`src/rtl/jt51_host_pkg.sv`:
```
// Shared constants and types for the jt51 CPU-side host port.
// Register addresses decoded by the port and the busy-state encoding.
package jt51_host_pkg;

    localparam logic [7:0] REG_TIMER_CTRL = 8'h14;
    localparam logic [7:0] REG_CT         = 8'h1B;
    localparam logic [7:0] REG_KEYON      = 8'h08;
    localparam logic [7:0] REG_NOTE_BASE  = 8'h28;

    localparam int STATUS_BUSY_BIT = 7;

    typedef enum logic {
        IDLE = 1'b0,
        BUSY = 1'b1
    } busy_state_t;

endpackage

```
`src/rtl/jt51_busy_timer.sv`:
```
// Busy window generator: a load starts a BUSY_CYCLES-long busy period.
// Loads that arrive while already busy are ignored by construction.
module jt51_busy_timer
    import jt51_host_pkg::*;
#(
    parameter int BUSY_CYCLES = 64,
    parameter int CW          = $clog2(BUSY_CYCLES + 1)
) (
    input  logic clk,
    input  logic rst,
    input  logic load,
    output logic busy
);

    busy_state_t   state_q, state_d;
    logic [CW-1:0] cnt_q, cnt_d;

    always_ff @(posedge clk or posedge rst) begin
        if (rst) begin
            state_q <= IDLE;
            cnt_q   <= '0;
        end else begin
            state_q <= state_d;
            cnt_q   <= cnt_d;
        end
    end

    // The count value 1 marks the final busy cycle, so busy lasts exactly BUSY_CYCLES clocks.
    always_comb begin
        state_d = state_q;
        cnt_d   = cnt_q;
        case (state_q)
            IDLE: begin
                if (load) begin
                    state_d = BUSY;
                    cnt_d   = CW'(BUSY_CYCLES);
                end
            end
            BUSY: begin
                if (cnt_q == CW'(1)) begin
                    state_d = IDLE;
                    cnt_d   = '0;
                end else begin
                    cnt_d = cnt_q - CW'(1);
                end
            end
            default: begin
                state_d = IDLE;
                cnt_d   = '0;
            end
        endcase
    end

    assign busy = (state_q == BUSY);

endmodule

```
`src/rtl/jt51_host_port.sv`:
```
// CPU-side bus responder for the YM2151-compatible core: address latch, write
// strobes, busy/timer status byte, timer IRQ and the CT output pins.
module jt51_host_port
    import jt51_host_pkg::*;
#(
    parameter int BUSY_CYCLES = 64,
    parameter int CW          = $clog2(BUSY_CYCLES + 1)
) (
    input  logic       clk,
    input  logic       rst,
    input  logic       cs_n,
    input  logic       wr_n,
    input  logic       a0,
    input  logic [7:0] d_in,
    output logic [7:0] d_out,
    output logic       irq_n,
    output logic       reg_we,
    output logic [7:0] reg_addr,
    output logic [7:0] reg_data,
    input  logic       tim_a_ovf,
    input  logic       tim_b_ovf,
    output logic       ct1,
    output logic       ct2,
    output logic       wr_drop
);

    logic       wr_q, wr_d;
    logic [7:0] addr_lat_q, addr_lat_d;
    logic       reg_we_q, reg_we_d;
    logic [7:0] reg_addr_q, reg_addr_d;
    logic [7:0] reg_data_q, reg_data_d;
    logic       wr_drop_q, wr_drop_d;
    logic       flag_a_q, flag_a_d, flag_b_q, flag_b_d;
    logic       irqen_a_q, irqen_a_d, irqen_b_q, irqen_b_d;
    logic       ct1_q, ct1_d, ct2_q, ct2_d;
    logic       irq_n_q, irq_n_d;

    logic busy;
    logic acc, data_ok, wr_timer, wr_ct;

    jt51_busy_timer #(
        .BUSY_CYCLES (BUSY_CYCLES),
        .CW          (CW)
    ) u_busy (
        .clk  (clk),
        .rst  (rst),
        .load (data_ok),
        .busy (busy)
    );

    always_ff @(posedge clk or posedge rst) begin
        if (rst) begin
            wr_q       <= 1'b0;
            addr_lat_q <= '0;
            reg_we_q   <= 1'b0;
            reg_addr_q <= '0;
            reg_data_q <= '0;
            wr_drop_q  <= 1'b0;
            flag_a_q   <= 1'b0;
            flag_b_q   <= 1'b0;
            irqen_a_q  <= 1'b0;
            irqen_b_q  <= 1'b0;
            ct1_q      <= 1'b0;
            ct2_q      <= 1'b0;
            irq_n_q    <= 1'b1;
        end else begin
            wr_q       <= wr_d;
            addr_lat_q <= addr_lat_d;
            reg_we_q   <= reg_we_d;
            reg_addr_q <= reg_addr_d;
            reg_data_q <= reg_data_d;
            wr_drop_q  <= wr_drop_d;
            flag_a_q   <= flag_a_d;
            flag_b_q   <= flag_b_d;
            irqen_a_q  <= irqen_a_d;
            irqen_b_q  <= irqen_b_d;
            ct1_q      <= ct1_d;
            ct2_q      <= ct2_d;
            irq_n_q    <= irq_n_d;
        end
    end

    // Control registers are decoded from the issued strobe, so they change the cycle after reg_we.
    always_comb begin
        wr_d     = !cs_n && !wr_n;
        acc      = wr_d && !wr_q;
        data_ok  = acc && a0 && !busy;
        wr_timer = reg_we_q && (reg_addr_q == REG_TIMER_CTRL);
        wr_ct    = reg_we_q && (reg_addr_q == REG_CT);

        addr_lat_d = (acc && !a0) ? d_in : addr_lat_q;
        reg_we_d   = data_ok;
        reg_addr_d = data_ok ? addr_lat_q : reg_addr_q;
        reg_data_d = data_ok ? d_in : reg_data_q;
        wr_drop_d  = acc && a0 && busy;

        irqen_a_d = wr_timer ? reg_data_q[2] : irqen_a_q;
        irqen_b_d = wr_timer ? reg_data_q[3] : irqen_b_q;
        ct1_d     = wr_ct ? reg_data_q[6] : ct1_q;
        ct2_d     = wr_ct ? reg_data_q[7] : ct2_q;

        // A timer overflow beats a simultaneous software clear.
        flag_a_d = tim_a_ovf || (flag_a_q && !(wr_timer && reg_data_q[4]));
        flag_b_d = tim_b_ovf || (flag_b_q && !(wr_timer && reg_data_q[5]));
        irq_n_d  = !((flag_a_d && irqen_a_d) || (flag_b_d && irqen_b_d));
    end

    always_comb begin
        d_out                  = '0;
        d_out[STATUS_BUSY_BIT] = busy;
        d_out[1]               = flag_b_q;
        d_out[0]               = flag_a_q;
    end

    assign irq_n    = irq_n_q;
    assign reg_we   = reg_we_q;
    assign reg_addr = reg_addr_q;
    assign reg_data = reg_data_q;
    assign ct1      = ct1_q;
    assign ct2      = ct2_q;
    assign wr_drop  = wr_drop_q;

endmodule

```
`config.mk`:
```
export PLATFORM = sky130hd
export DESIGN_NAME = jt51_host_port
export DESIGN_NICKNAME = d
export VERILOG_FILES = /design/src/rtl/jt51_host_pkg.sv /design/src/rtl/jt51_busy_timer.sv /design/src/rtl/jt51_host_port.sv
export SDC_FILE = /design/constraint.sdc
export NUM_CORES = 1
export LEC_CHECK = 0
export BUFFER_PORTS_ARGS = -buffer_cell sky130_fd_sc_hd__buf_2
export CORE_ASPECT_RATIO = 1.25
export CORE_MARGIN = 3
export CORE_UTILIZATION = 57
export DETAILED_ROUTE_END_ITERATION = 8
export PLACE_DENSITY = 0.9
export SKIP_CTS_REPAIR_TIMING = 1
export SYNTH_ARGS = -nofsm -noshare
export SYNTH_HDL_FRONTEND = slang
export SYNTH_SLANG_ARGS = --single-unit
```
`constraint.sdc`:
```
create_clock -name clk -period 3.89 [get_ports clk]
set_input_delay 0.5835 -clock clk [delete_from_list [all_inputs] [get_ports clk]]
set_output_delay 0.5835 -clock clk [all_outputs]
set_load 0.1 [all_outputs]
```
**Word level (Yosys, flattened, before mapping)**

Cells that the tools add are included.

- Add/sub/neg operators: 1
- Eq/ne operators: 4
- Mux-type cells: 8
- Bitwise operators: 1
- Reductions and logical operators: 25

Operators with widths:

| cell | number |
|---|---|
| equality test 8 x 5 -> 1 bit, second input constant | 2 |
| logical AND 1 bit | 14 |
| 2-to-1 mux 7 bit | 2 |
| one-hot mux 7 bit (2 select lines) | 1 |
| logical NOT 1 bit | 8 |
| equality test 7 x 1 -> 1 bit, second input constant | 1 |
| subtractor 7 x 1 -> 7 bit, second input constant | 1 |
| 2-to-1 mux 1 bit | 4 |
| logical OR 1 bit | 3 |
| inequality test 2 bit, second input constant | 1 |
| one-hot mux 1 bit (2 select lines) | 1 |
| inverter 1 bit | 1 |

- Register bits after elaboration: 42
- Input bits: 15
- Output and inout bits: 29
- Word-level logic and storage cells: 54

**Depth between registers and ports, before layout**

Gate-level depths: netlist of run 1.

- Depth in word-level cells: 9
- Depth in mapped cells: 6

**Modules after synthesis**

A second synthesis of run 1 with hierarchy kept.

- Cell total of the unflattened synthesis: 132
- Area total of the unflattened synthesis: 1,869.3 µm²

By module, submodules not included:

| module | times used | cells each | area an instance (µm²) | seq. area each (µm²) |
|---|---|---|---|---|
| jt51_host_port | 1 | 89 | 1,417.6 | 852.1 |
| jt51_busy_timer | 1 | 43 | 451.7 | 200.2 |

**Least setup slack after synthesis of run 1**

OpenSTA, ideal clock, no wires.

- Path kind: reg2reg
- Start: register reg_addr_q[4], in the netlist reg_addr[4]
- End: register irq_n_q, in the netlist irq_n
- Setup time: 0.081 ns
- Data arrival time: 2.027 ns
- Required time: 3.809 ns
- Setup slack: 1.783 ns
- Cell stages (with the launch flop): 5
- Path buffers: 0
- Clock period less this slack: 2.107 ns
- Cell sequence: dfrtp_1 > nor4b_1 > and3_1 > mux2_2 > a32oi_1

- Elaborated cells between the ends (all ways): 16

RTL lines:

| item | RTL line | RTL |
|---|---|---|
| from (decl) | jt51_host_port.sv:30 | `logic [7:0] reg_addr_q, reg_addr_d;` |
| from (signal assigned) | jt51_host_port.sv:70 | `reg_addr_q <= reg_addr_d;` |
| equality test 8 x 5 -> 1 bit | jt51_host_port.sv:88 | `wr_timer = reg_we_q && (reg_addr_q == REG_TIMER_CTRL);` |
| logical AND 1 bit | jt51_host_port.sv:88 |  |
| 2-to-1 mux 1 bit | jt51_host_port.sv:98 | `irqen_b_d = wr_timer ? reg_data_q[3] : irqen_b_q;` |
| net irqen_b_d | jt51_host_port.sv:34 | `logic irqen_a_q, irqen_a_d, irqen_b_q, irqen_b_d;` |
| logical AND 1 bit | jt51_host_port.sv:105 | `irq_n_d = !((flag_a_d && irqen_a_d) \|\| (flag_b_d && irqen_b_d));` |
| logical OR 1 bit | jt51_host_port.sv:105 |  |
| logical NOT 1 bit | jt51_host_port.sv:105 |  |
| net irq_n_d | jt51_host_port.sv:36 | `logic irq_n_q, irq_n_d;` |
| to (signal assigned) | jt51_host_port.sv:79 | `irq_n_q <= irq_n_d;` |
| to (decl) | jt51_host_port.sv:36 |  |

The timed path passes the listed nets, and every way through them passes these cells.
A chain may end at the register's enable or synchronous reset.

**Worst setup path after layout of run 1**

- Start: register wr_q
- End: register reg_addr_q[2], in the netlist reg_addr[2]

- Cells in the longest elaborated chain, start to end: 4

Ends and longest elaborated chain:

| item | RTL line | RTL |
|---|---|---|
| from (decl) | jt51_host_port.sv:27 | `logic wr_q, wr_d;` |
| from (signal assigned) | jt51_host_port.sv:67 | `wr_q <= wr_d;` |
| logical NOT 1 bit | jt51_host_port.sv:86 | `acc = wr_d && !wr_q;` |
| logical AND 1 bit | jt51_host_port.sv:86 |  |
| logical AND 1 bit (2 in series) | jt51_host_port.sv:87 | `data_ok = acc && a0 && !busy;` |

No other way between the ends.

==> results of run 1 <==
-- kinds of logic after synthesis --
group                    share of synthesized area (%)
AO/OA/AOI/OAI                                    6.619
multiplexers                                     18.25
buffers and inverters                            6.284
AND/OR/NAND/NOR                                  11.10
flip-flops                                       56.22
adder cells (fa/ha/maj)                          1.337
other                                           0.2003
-- cell usage after synthesis --
master    instances
buf_4             8
nor4b_1           2
mux2_4            7
nand2_1           4
nor2_1            5
nand3b_1          1
o22ai_1           1
mux2_2           21
or2b_2            1
a22o_2            1
a221o_1           1
or4_1             1
nand4_1           1
nor4_1            1
buf_6             1
and3_1            1
o41ai_2           1
nor4_4            1
a21oi_1           2
o21ai_0           4
a21o_2            1
or2_2             2
o31ai_1           1
and2_1            3
or3_1             2
a31oi_1           1
nor3b_1           1
a32oi_1           1
ha_1              2
dfrtp_1          41
o41ai_1           1
buf_12            1
nor4b_4           1
conb_1            1
or2_4             1
dfstp_2           1
inv_1             7
nand4b_1          1
o41a_1            1
-- path summary, 6_finish.rpt --
path,depth (start not counted),slack [ns],end
min in group clk,2,0.47,reg_data[1]
worst min register to register,1,0.51,reg_addr[3]
worst max register to register,3,1.84,reg_addr[2]
worst max-delay path,3,1.84,reg_addr[2]
max in group asynchronous,3,3.18,wr_drop
worst min-delay path,3,0.35,reg_data[6]
-- tightest hold or removal path, cell delays in order --
cell   delay (ns)
buf_2        0.10
inv_1        0.04
buf_4        0.43
-- state kept, by name, indices dropped and copies added (netlist names), 7 cells and up --
signal / flops
addr_lat_q: 8
reg_addr: 8
reg_data: 8
u_busy.cnt_q: 7
-- cell type report --
class / instances / area share [%]
Clock inverter: 1 / 1.414
Tap cell: 36 / 2.121
Inverter: 7 / 1.237
Timing Repair Buffer: 39 / 9.311
Multi-Input combinational cell: 80 / 33.77
Clock buffer: 7 / 2.593
Sequential cell: 42 / 49.56
-- routing by layer --
metal | routed length [um] | up-vias | track usage [%]
met5 | 0 | - | 0
met4 | 58 | 0 | 8.763
met3 | 191 | 6 | 4.806
met2 | 1966 | 40 | 34.82
met1 | 1414 | 617 | 23.59
li1 | - | 550 | -
-- through the flow --
stage | util (%) | instances | setup WS (ns) | instance area (um^2)
global route | 70.12 | 212 | 1.755 | 2123
finish | 70.12 | 212 | 1.840 | 2123
CTS | 70.12 | 212 | 1.838 | 2123
global placement | 67.31 | 204 | 1.548 | 2038
floorplan | - | 139 | 1.783 | 1887
detailed placement | 67.31 | 204 | 1.484 | 2038
==> results.json, run 1 <==
{
  "layout_commonest_cell": "dfrtp_1",
  "skew_ns": 0.01426,
  "post_drt_wl_per_cell_um": 17.13,
  "synth_cell_type_count": 39,
  "critPathMaxFanout": 19,
  "multi_input_area_um2": 716.9,
  "setup.worst_path.class": "reg2reg",
  "avgSynthCellArea_um2": 13.87,
  "drt-initial-drc-count": 51,
  "startpoint_type": "flip-flop",
  "fmax_mhz": 487.7,
  "area_delta_synth_final_pct": 13.44,
  "ys.warnings.count": 0,
  "layout-drive-gt1-share_pct": 47.73,
  "critPathMaxStageDelay_ns": 0.79,
  "cts_root_buf": "clkbuf_4",
  "insertion_delay_ns": 0.35,
  "portBuffers": 38,
  "grt_pass1_wl_um": 6182,
  "seqCellArea_um2": 1052,
  "totalWireLength_um": 3631,
  "ys_seq_area_share_pct": 56.22,
  "end_kind": "flip-flop",
  "ys_seq_elements": 42,
  "worst_slew_pin_slew_ns": 0.9210,
  "slew_viol_final": 0,
  "fin_crit_sh_pct": 52.71,
  "timing.final.hold_violations": 0,
  "setup_tns_ns": 0,
  "final_cell_mix": "41 x dfrtp_1, 38 x buf_2, 21 x mux2_2",
  "hold_class": "in2async",
  "grt_pass1_vias": 1243,
  "rows": 22,
  "ant_nets": 0,
  "htree_levels": 2,
  "dr.pass1.iters": 4,
  "maxSlewHeadroom_pct": 38.60,
  "place_hpwl_um": 2672,
  "diodes": 0,
  "drc_errors": 0,
  "yosysTopAreaCellShare_pct": 54.81,
  "worst_path_max_delay_cell": "and2_1",
  "rsz0062_at_grt": "false",
  "r2r_start": "wr_q",
  "vias_per_cell": 5.722,
  "vias": 1213,
  "setup_viol": 0,
  "synth.largest_area_cell": "dfrtp_1",
  "gr-usage-all-layers_pct": 20.23,
  "fill_cells": 220,
  "synth_cells": 135,
  "die_x_um": 57.26,
  "core_area_um2": 3028,
  "period_needed_ns": 2.050,
  "synth_area_um2": 1872,
  "crit_chain": "nor4b_4 > and2_1 > mux2_2",
  "critPathTopFamily": "simple AND/OR/NAND/NOR gates",
  "grt_max_degree": 43,
  "die_area_um2": 4012,
  "antenna_found_initial": 0,
  "tritoncts": "built",
  "pin_count": 44,
  "gp_congestion": 0.7673,
  "clock-sinks": 42,
  "status": "complete, no violations",
  "yosys-top-cells-area": "dfrtp_1 55%, mux2_2 13%, mux2_4 5.6%",
  "cts_buffer_depth": 2,
  "finish.net_count": 192,
  "critPathLaunch": "wr_q",
  "worstPathArrival_ns": 2.30,
  "drv_cap": 0,
  "clkTransAtPathRegs_ns": 0.13,
  "numCtsBuffers": 5,
  "hold_ws_ns": 0.3458,
  "overflow": 0,
  "die_height_um": 70.07,
  "worstPathBufferInverterCount": 0,
  "cp.required_ns": 4.14,
  "initial_core_util_pct": 61.82
}
Power of run 1 is left out: the tool's default activity adds up to more than one toggle a clock period on the data nets, which glitch-free logic cannot reach.
==> run 2, diff against run 1 <==
--- a/config.mk
+++ b/config.mk
@@ -8,9 +8,9 @@
 export BUFFER_PORTS_ARGS = -buffer_cell sky130_fd_sc_hd__buf_2
 export CORE_ASPECT_RATIO = 1.25
 export CORE_MARGIN = 3
-export CORE_UTILIZATION = 57
+export CORE_UTILIZATION = 52
 export DETAILED_ROUTE_END_ITERATION = 8
-export PLACE_DENSITY = 0.9
+export PLACE_DENSITY = 0.84
 export SKIP_CTS_REPAIR_TIMING = 1
 export SYNTH_ARGS = -nofsm -noshare
 export SYNTH_HDL_FRONTEND = slang
==> constraint.sdc (replaced) <==
create_clock -name clk -period 1.9 [get_ports clk]
set_input_delay 0.285 -clock clk [delete_from_list [all_inputs] [get_ports clk]]
set_output_delay 0.285 -clock clk [all_outputs]
set_load 0.1 [all_outputs]
==> run 2 against run 1 <==
Critical path type unchanged. Core utilization decreased by 4.2 points. Critical endpoint is now u_busy.busy. Routed wire length decreased by 6.9%. Design area increased by 3.7%. Via count decreased by 1.6%. Clock-buffer cell count decreased by 2. Register-to-register slack got worse by 1.8 ns. Final cell count increased by 2.4%.
==> results.json, run 2 (synthesized netlist as in run 1, its figures left out) <==
{
  "grt_pass1_wl_um": 5623,
  "drt-initial-drc-count": 18,
  "initial_core_util_pct": 56.07,
  "clock-sinks": 42,
  "layout-drive-gt1-share_pct": 54.44,
  "die_area_um2": 4360,
  "critPathMaxFanout": 5,
  "drc_errors": 0,
  "dp_cells": 207,
  "hold_class": "in2async",
  "cp.required_ns": 2.07,
  "dr.pass1.iters": 4,
  "cts_root_buf": "clkbuf_8",
  "fin_cells": 217,
  "pre_cts_slack_ns": 0.07702,
  "portBuffers": 38,
  "grt_max_degree": 43,
  "setup_viol": 0,
  "grt_pass1_vias": 1197,
  "overflow": 0,
  "met1Wirelength_um": 1438,
  "setup_ws_ns": 0.06170,
  "end_kind": "flip-flop",
  "worstPathArrival_ns": 2.01,
  "fill_cells": 253,
  "cts_buffer_depth": 2,
  "place_hpwl_um": 2493,
  "fin_crit_sh_pct": 96.75,
  "fmax_mhz": 544.0,
  "post-route-util_pct": 65.93,
  "gp_congestion": 0.9578,
  "diodes": 0,
  "insertion_delay_ns": 0.29,
  "ant_nets": 0,
  "area_delta_synth_final_pct": 17.58,
  "htree_levels": 2,
  "worst_slew_pin_slew_ns": 0.5098,
  "totalWireLength_um": 3381,
  "numCtsBuffers": 5,
  "die_x_um": 59.66,
  "skew_ns": 0.007676,
  "rows": 23,
  "drv_cap": 0,
  "timing.final.hold_violations": 0,
  "post_drt_wl_per_cell_um": 15.58,
  "highest_layer": "met4",
  "setup.worst_path.class": "reg2reg",
  "dr_wl_met2_um": 1738,
  "period_needed_ns": 1.838,
  "vias_per_cell": 5.502,
  "core_area_um2": 3338,
  "gr-usage-all-layers_pct": 17.09,
  "die_height_um": 73.08,
  "layout_commonest_cell": "buf_2",
  "pin_count": 44,
  "clkTransAtPathRegs_ns": 0.07,
  "antenna_found_initial": 0,
  "maxSlewHeadroom_pct": 66.01,
  "met3_length_um": 168,
  "tritoncts": "built",
  "final_cell_mix": "38 x buf_2, 33 x dfrtp_1, 21 x mux2_2",
  "status": "complete, no violations",
  "startpoint_type": "flip-flop",
  "finish.net_count": 196,
  "vias": 1194,
  "setup_tns_ns": 0,
  "slew_viol_final": 0
}
==> run 2: changes by cell type in the layout (fill, tap and decap cells not counted), sizes merged <==
cell / delta
clkbuf: -2
buf: +4
clkinv: +2
==> run 2: area by class of cell <==
class                      count  area (um^2)  area share (%)
sequential                    42         1062           48.27
timing repair buffer          43        240.2           10.92
tap                           37        46.29           2.103
clock inverter                 3        40.04           1.819
multi-input combinational     80        716.9           32.58
inverter                       7        26.28           1.194
clock buffer                   5        68.82           3.127
==> run 2: worst max-delay path: stages, from the launching register on <==
cell,delay [ns]
dfrtp_1,0.43
inv_2,0.09
ha_1,0.13
or2b_2,0.30
o41a_1,0.44
or2_2,0.33
==> run 2: final timing paths <==
kind                                       from             to  slack [ns]  depth (start not counted)
worst max-delay path            u_busy.cnt_q[1]    u_busy.busy        0.06                          5
worst min register to register    addr_lat_q[6]  addr_lat_q[6]        0.51                          1
min in group clk                           cs_n           wr_q        0.23                          2
worst max register to register  u_busy.cnt_q[1]    u_busy.busy        0.06                          5
max in group asynchronous                   rst    reg_addr[1]        1.41                          3
worst min-delay path                        rst            ct2        0.10                          3
==> run 2: metrics by stage <==
step / area, um^2 / hold WS (ns)
after CTS: 2186 / 0.1185
after global routing: 2201 / 0.1481
after detailed placement: 2077 / 0.4384
after floorplan: 1897 / 0.3457
after global placement: 2077 / 0.4234
final: 2201 / 0.1033
==> run 2: metal layers <==
metal / vias to the layer above / track usage, %
met5: - / 0
met4: 0 / 7.635
met3: 7 / 4.248
met2: 32 / 26.68
met1: 600 / 22.20
li1: 555 / -
Power of run 2 is left out for the same reason.
